## src/rtl/im_loader_if.sv

```systemverilog
// Byte-stream link between a host source (for example a UART receiver)
// and the instruction-memory loader.
//
// Handshake: the source drives byte_in/byte_valid, the loader drives
// byte_ready. A byte moves on a rising clock edge where byte_valid and
// byte_ready are both 1. While byte_ready is 0 the byte stays with the
// source and is offered again later. byte_ready never depends on
// byte_valid.
interface im_loader_if;
  logic [7:0] byte_in;
  logic       byte_valid;
  logic       byte_ready;

  // Host side: offers bytes.
  modport master (
    output byte_in,
    output byte_valid,
    input  byte_ready
  );

  // Loader side: accepts bytes.
  modport slave (
    input  byte_in,
    input  byte_valid,
    output byte_ready
  );
endinterface

```

## src/rtl/im_loader.sv

```systemverilog
// Program loader for the single-cycle MIPS instruction memory.
//
// The loader receives a framed byte stream of the form
//   LEN_HI, LEN_LO, 4*LEN data bytes, CK
// It assembles the data bytes big-endian into 32-bit words and writes them
// to byte addresses 0, 4, 8, and so on. It also keeps an 8-bit additive
// checksum over every byte, including CK, which must sum to zero.
// The CPU stays held (cpu_hold=1) until a load completes with a good
// checksum.
module im_loader #(
  parameter int MAX_WORDS = 256,  // longest accepted image, in words (<= 65535)
  parameter int AW        = 32    // instruction-memory byte address width
) (
  input  logic          clk,
  input  logic          reset,
  input  logic          start,
  im_loader_if.slave    bs,
  output logic          im_we,
  output logic [AW-1:0] im_addr,
  output logic [31:0]   im_wdata,
  output logic          cpu_hold,
  output logic          busy,
  output logic          done,
  output logic          err,
  output logic [2:0]    dbg_state
);

  // State encoding. The encoding is visible on dbg_state for checkers.
  localparam logic [2:0] S_IDLE   = 3'd0;
  localparam logic [2:0] S_LEN_HI = 3'd1;
  localparam logic [2:0] S_LEN_LO = 3'd2;
  localparam logic [2:0] S_DATA   = 3'd3;
  localparam logic [2:0] S_WRITE  = 3'd4;
  localparam logic [2:0] S_CHECK  = 3'd5;
  localparam logic [2:0] S_DONE   = 3'd6;
  localparam logic [2:0] S_ERROR  = 3'd7;

  localparam logic [16:0] MAX_LEN = 17'(MAX_WORDS);

  // Registers
  logic [2:0]  r_state;
  logic [15:0] r_len;        // word count from the frame header
  logic [31:0] r_word;       // word being assembled, MSB byte first
  logic [15:0] r_widx;       // index of the next word to write
  logic [1:0]  r_bidx;       // bytes of the current word already received
  logic [7:0]  r_cksum;      // running 8-bit sum of the accepted bytes

  // Wires
  logic [2:0]  w_state_nx;
  logic        w_ready;
  logic        w_fire;
  logic [7:0]  w_sum;
  logic [15:0] w_len_full;
  logic        w_len_bad;
  logic [15:0] w_widx_inc;
  logic        w_start_ok;

  // The loader accepts bytes only while it is reading the header, data or
  // checksum. WRITE is a one-cycle bubble with byte_ready=0, so a word
  // write never overlaps a byte transfer.
  assign w_ready = (r_state == S_LEN_HI) || (r_state == S_LEN_LO) ||
                   (r_state == S_DATA)   || (r_state == S_CHECK);
  assign w_fire  = bs.byte_valid && w_ready;

  // The checksum wraps at 8 bits, so carries are dropped.
  assign w_sum      = r_cksum + bs.byte_in;

  // LEN is complete at the moment the low byte is accepted.
  assign w_len_full = {r_len[15:8], bs.byte_in};
  assign w_len_bad  = (w_len_full == 16'd0) || ({1'b0, w_len_full} > MAX_LEN);

  assign w_widx_inc = r_widx + 16'd1;

  // start is honoured only when the loader is idle or finished.
  assign w_start_ok = start &&
                      ((r_state == S_IDLE) || (r_state == S_DONE) ||
                       (r_state == S_ERROR));

  // Next-state logic.
  always_comb begin
    w_state_nx = r_state;
    case (r_state)
      S_IDLE:   if (start) w_state_nx = S_LEN_HI;
      S_LEN_HI: if (w_fire) w_state_nx = S_LEN_LO;
      S_LEN_LO: if (w_fire) w_state_nx = w_len_bad ? S_ERROR : S_DATA;
      S_DATA:   if (w_fire && (r_bidx == 2'd3)) w_state_nx = S_WRITE;
      S_WRITE:  w_state_nx = (w_widx_inc == r_len) ? S_CHECK : S_DATA;
      S_CHECK:  if (w_fire) w_state_nx = (w_sum == 8'd0) ? S_DONE : S_ERROR;
      S_DONE:   if (start) w_state_nx = S_LEN_HI;
      S_ERROR:  if (start) w_state_nx = S_LEN_HI;
      default:  w_state_nx = S_IDLE;
    endcase
  end

  // State register. Reset aborts any load immediately.
  always_ff @(posedge clk or posedge reset) begin
    if (reset) r_state <= S_IDLE;
    else       r_state <= w_state_nx;
  end

  // Datapath: header capture, word assembly, indices and checksum.
  always_ff @(posedge clk or posedge reset) begin
    if (reset) begin
      r_len   <= 16'd0;
      r_word  <= 32'd0;
      r_widx  <= 16'd0;
      r_bidx  <= 2'd0;
      r_cksum <= 8'd0;
    end else begin
      case (r_state)
        S_IDLE, S_DONE, S_ERROR: begin
          // A new load starts from a clean slate. While idle, the
          // counters are held clear.
          if (w_start_ok || (r_state == S_IDLE)) begin
            r_len   <= 16'd0;
            r_word  <= 32'd0;
            r_widx  <= 16'd0;
            r_bidx  <= 2'd0;
            r_cksum <= 8'd0;
          end
        end
        S_LEN_HI: begin
          if (w_fire) begin
            r_len[15:8] <= bs.byte_in;
            r_cksum     <= w_sum;
          end
        end
        S_LEN_LO: begin
          if (w_fire) begin
            r_len[7:0] <= bs.byte_in;
            r_cksum    <= w_sum;
          end
        end
        S_DATA: begin
          if (w_fire) begin
            r_word  <= {r_word[23:0], bs.byte_in};
            r_cksum <= w_sum;
            r_bidx  <= r_bidx + 2'd1;
          end
        end
        S_WRITE: begin
          r_widx <= w_widx_inc;
          r_bidx <= 2'd0;
        end
        S_CHECK: begin
          if (w_fire) r_cksum <= w_sum;
        end
        default: begin
          r_cksum <= r_cksum;
        end
      endcase
    end
  end

  // Outputs decoded from the state. Address and data are zero outside
  // WRITE, so the memory bus is quiet between writes.
  assign bs.byte_ready = w_ready;
  assign im_we         = (r_state == S_WRITE);
  assign im_addr       = (r_state == S_WRITE) ? AW'({r_widx, 2'b00}) : '0;
  assign im_wdata      = (r_state == S_WRITE) ? r_word : 32'd0;
  assign cpu_hold      = (r_state != S_DONE);
  assign busy          = w_ready || (r_state == S_WRITE);
  assign done          = (r_state == S_DONE);
  assign err           = (r_state == S_ERROR);
  assign dbg_state     = r_state;

endmodule

```

## src/flat_wrapper.sv

```systemverilog
// flat-port wrapper written by rule: the top's interface ports become plain ports
module im_loader_flat 
#(
  parameter int MAX_WORDS = 256,                                                
  parameter int AW        = 32                                            
)
  (clk, reset, start, im_we, im_addr, im_wdata, cpu_hold, busy, done, err, dbg_state, bs_byte_in, bs_byte_valid, bs_byte_ready);
  im_loader_if bs_i ();
  input  logic clk;
  input  logic reset;
  input  logic start;
  output logic im_we;
  output logic [AW-1:0] im_addr;
  output logic [31:0] im_wdata;
  output logic cpu_hold;
  output logic busy;
  output logic done;
  output logic err;
  output logic [2:0] dbg_state;
  input wire logic [$bits(bs_i.byte_in)-1:0] bs_byte_in;
  input wire logic [$bits(bs_i.byte_valid)-1:0] bs_byte_valid;
  output wire logic [$bits(bs_i.byte_ready)-1:0] bs_byte_ready;
  assign bs_i.byte_in = bs_byte_in;
  assign bs_i.byte_valid = bs_byte_valid;
  assign bs_byte_ready = bs_i.byte_ready;
  im_loader #(.MAX_WORDS(MAX_WORDS), .AW(AW)) u_core (.clk(clk), .reset(reset), .start(start), .bs(bs_i), .im_we(im_we), .im_addr(im_addr), .im_wdata(im_wdata), .cpu_hold(cpu_hold), .busy(busy), .done(done), .err(err), .dbg_state(dbg_state));
endmodule
```

## config.mk

```make
export PLATFORM = sky130hd
export DESIGN_NAME = im_loader_flat
export DESIGN_NICKNAME = d
export VERILOG_FILES = /design/src/rtl/im_loader_if.sv /design/src/rtl/im_loader.sv /design/src/flat_wrapper.sv
export SDC_FILE = /design/constraint.sdc
export NUM_CORES = 1
export LEC_CHECK = 0
export CAP_MARGIN = 10
export CORE_MARGIN = 5
export CORE_UTILIZATION = 50
export DETAILED_ROUTE_END_ITERATION = 12
export GPL_ROUTABILITY_DRIVEN = 0
export GPL_TIMING_DRIVEN = 0
export PLACE_DENSITY = 0.87
export SLEW_MARGIN = 20
export SYNTH_ARGS = -nofsm -noshare
export SYNTH_HDL_FRONTEND = slang
export SYNTH_SLANG_ARGS = --single-unit
```

## constraint.sdc

```tcl
create_clock -name clk -period 4.6 [get_ports clk]
set_clock_uncertainty 0.1 [all_clocks]
set_input_delay 0.92 -clock clk [delete_from_list [all_inputs] [get_ports clk]]
set_output_delay 0.92 -clock clk [all_outputs]
set_load 0.01 [all_outputs]
```

==> results.md <==
Layout:
- The net total in the final layout is 594.
- The area growth from synthesis to final layout is 24.8%.
- In the final layout, the share of cells above drive strength 1 is 7.80%.
- The end-of-flow core utilization is 64.0%.
- The repair_antennas step left the layout with diodes totalling 0.
- The finished cells cover 0.00555 mm2.

Global routing:
- The number of global-route vias before repair came to 4179.
- The total congestion overflow is 0.
- The initial antenna violation count was 0.
- The overall routing resource usage is 23.0%.
- The pin count of the biggest net entering global routing is 62.
- The wire length of the first global-routing pass is 20600 um.

Timing:
- The part of the cycle the worst path needs is 89.3%.
- In the final timing run, aggregate negative setup slack is 0 ns.
- The final count of negative-setup-slack endpoints is 0.
- The count of final hold-check violations is 0.
- Timing would allow up to between 200 and 250 MHz.
- Setup repair after global routing left no endpoint under its margin.
- Once routing completed, OpenROAD measured the worst setup slack at roughly 0.49 ns.
- For the pin with the worst max-slew slack, the measured transition is roughly 0.94 ns.
- The count of pins over their slew limit is 0.
- Measured against its own limit, the worst slew margin works out to a little under two fifths.
- The time the worst path needs with I/O delays and setup is 4.11 ns.

Placement:
- The worst setup slack before clock tree synthesis is 0.945 ns.
- Summing all placed instances gives a cell area of about 0.0054 mm2.
- Buffers placed on the I/O ports in this run total between 60 and 70.
- The detailed placer's ending HPWL is 9220 um.

Synth:
- The cell count after synthesis came out at 477.
- For this run, the number of Yosys warnings is 0.
- The predominant post-synthesis flop cell is dfrtp_1.
- Yosys mapped a number of flops with a built-in enable equal to 0.
- The number of storage elements in the synthesis netlist is 77.
- The part of the Yosys area used for sequential elements is 43.3%.
- The cell area after synthesis is ~0.0044 mm2.
- Averaged over all synthesized cells, the footprint is 9.32 um2.
- The fraction of synthesis flops using an asynchronous set or reset pin is 100%.
- After synthesis, the netlist uses between 50 and 60 different library cells.

Route:
- The average vias per placed instance is ~6.
- The routed length per instance is 18.2 um.
- After detailed routing, the number of remaining DRC violations is 0.
- The total wire length is 12500 um.
- The routed layout has 4228 vias.
- The antenna violation net count after detailed routing is 0.
- The first routing iteration left 487 violations.
- The number of iterations in the first detailed-routing pass is 6.

Power:
- The worst IR drop on VDD is around 0.00025 V.
- Of the total power, the clock network draws 18.0%.
- Total power for the finished layout comes to 2.77 mW.
- Net switching is 42.2% of the power.
- The internal power component is roughly 1.6 mW.
- Summed over all cells, the static leakage comes to 2.59 nW.
- Combinational cells account for 42.4% of the total power.
- The areal power density over the cells is ~500 mW/mm2.
- The analysis attributes to net switching a power of between 1 and 1.5 mW.
- The sequential share of power is 39.6%.

CTS:
- The number of clock buffers added by TritonCTS is 9.
- The number of sinks handled by clock tree synthesis is 77.
- After clock tree synthesis, the repair step resized 0 gates.
- The H-tree was split into 3 levels.
- The clock reaches the later pin of the worst-skew pair after ~0.37 ns.
- In this run the post-CTS setup repair buffer count came out at 0.
- The CTS tree is built.
- After clock tree synthesis, the clock-pin slew on the worst setup and hold paths is 0.09 ns.
- The number of hold-repair buffers added at the cts stage is 0.
- The root buffer cell chosen for the clock tree is clkbuf_8.
- The maximum clock path buffer count is 2.

Floorplan:
- The starting density of the core is around half.
- The die extent in y is 104 um.
- 85 I/O pins were placed.
- The floorplan step set the die width to 104 um.
- The cell row count is 34.
- In this run the standard cell core region covers 0.00868 mm2.
- The die footprint is around 0.011 mm2.

Critical path:
- The required time of the worst setup path is 3.58 ns.
- The critical path is of the flop to output pin type.
- Along the worst path, the maximum fanout reaches 10.
- The worst setup path is captured at an output pin.
- STA classifies the critical path startpoint as a flop.
- At the worst endpoint, the arrival time is 3.09 ns.

Outcome:
- The run finished with clean final reports.

Flow run:
- The reported max-cap violation count is 0.

Min path:
- The class of the most critical hold timing path is flop to flop.
==> critical path, stage by stage, from the launching register on <==
cell and delay, ns:
dfrtp_1 0.35, clkbuf_1 0.42, clkbuf_1 0.42, clkbuf_1 0.42
clkbuf_1 0.32, and3_1 0.23, clkdlybuf4s50_1 0.55
==> power groups by stage <==
stage / Clock (mW) / Sequential (mW) / Combinational, mW
6_report: 0.500 / 1.10 / 1.17
5_1_grt: 0.528 / 1.12 / 1.30
4_1_cts: 0.502 / 1.09 / 1.16
3_5_place_dp: 0 / 1.10 / 1.15
3_3_place_gp: 0 / 1.09 / 1.09
2_1_floorplan: 0 / 1.04 / 0.843
==> sequential cells by signal (all words and copies together) (netlist names) <==
name              count
u_core.r_word        32
u_core.dbg_state      3
u_core.r_len         16
u_core.r_cksum        8
u_core.r_widx        16
u_core.r_bidx         2
==> through the flow <==
| step | std cells | hold WS, ns |
|---|---|---|
| global route | 685 | 0.431 |
| finish | 685 | 0.403 |
| CTS | 685 | 0.406 |
| global placement | 668 | 0.371 |
| floorplan | 492 | 0.354 |
| detailed placement | 669 | 0.382 |
==> cell usage in the layout (no fill, tap or decap), drive strengths merged, types with 3 or more instances in the layout <==
master	count
ha	9
xor2	10
and3	51
buf	22
nor2	26
a21o	4
a31oi	3
nand2	29
xnor2	18
and4	5
o21ai	45
dfrtp	77
clkdlybuf4s50	68
o31ai	6
a22o	45
inv	23
conb	16
nor4	9
a21oi	15
nand3	17
nand4	5
nor3	5
clkbuf	38
==> cells in the mapped netlist (6+ instances only) <==
library cell	number	area, um2
dfrtp_1	77	1930
a21oi_1	15	75.1
and3_1	50	313
clkbuf_1	28	105
inv_1	18	67.6
xor2_1	10	87.6
o21ai_0	44	220
a22o_1	45	394
o31ai_1	6	45.0
nor2_1	26	97.6
nor4_1	9	56.3
ha_1	9	113
nand2_1	29	109
buf_4	18	135
xnor2_1	18	158
nand3_1	16	80.1
==> final timing paths <==
| kind | start | endpoint | slack [ns] | depth (start not counted) |
|---|---|---|---|---|
| min in group asynchronous | reset | u_core.r_widx[1]$_DFFE_PP0P_ | 0.74 | 2 |
| worst max-delay path | u_core.dbg_state[2]$_DFFE_PP0P_ | im_wdata[18] | 0.49 | 6 |
| max in group asynchronous | reset | u_core.r_widx[10]$_DFFE_PP0P_ | 3.11 | 3 |
| worst min-delay path | u_core.r_word[31]$_DFFE_PP0P_ | u_core.r_word[31]$_DFFE_PP0P_ | 0.40 | 1 |
| worst max register to register | u_core.r_widx[0]$_DFFE_PP0P_ | u_core.dbg_state[1]$_DFFE_PP0P_ | 1.53 | 8 |
| worst min register to register | u_core.r_word[31]$_DFFE_PP0P_ | u_core.r_word[31]$_DFFE_PP0P_ | 0.40 | 1 |
==> cell families (layout without fill, tap and decap cells) <==
| logic type | Yosys count | after routing | share of synthesized area [%] |
|---|---|---|---|
| other cells | 1 | 16 | 0.0843 |
| buf+inv | 69 | 154 | 7.43 |
| simple gates | 154 | 154 | 18.8 |
| fa+ha+maj | 10 | 10 | 2.98 |
| xor+xnor | 29 | 29 | 6.02 |
| flops | 77 | 77 | 43.3 |
| mux | 1 | 1 | 0.225 |
| compound gates | 136 | 136 | 21.2 |
==> routing by layer <==
layer	GRT usage [%]	wire length, um	up-vias	share of wire, %
met5	0	0	-	0
met4	12.0	469	0	3.8
met3	5.21	1130	46	9.1
met2	35.0	5770	272	46
met1	30.5	5100	2002	41
li1	-	-	1908	-
==> final cells by class <==
type	count	area [um2]
Multi-Input combinational cell	346	2260
Fill cell	757	3130
Timing Repair Buffer	69	708
Inverter	19	73.8
Clock buffer	9	124
Buffer	50	259
Tap cell	108	135
Clock inverter	7	63.8
Sequential cell	77	1930
(Power assumes the default switching activity.)
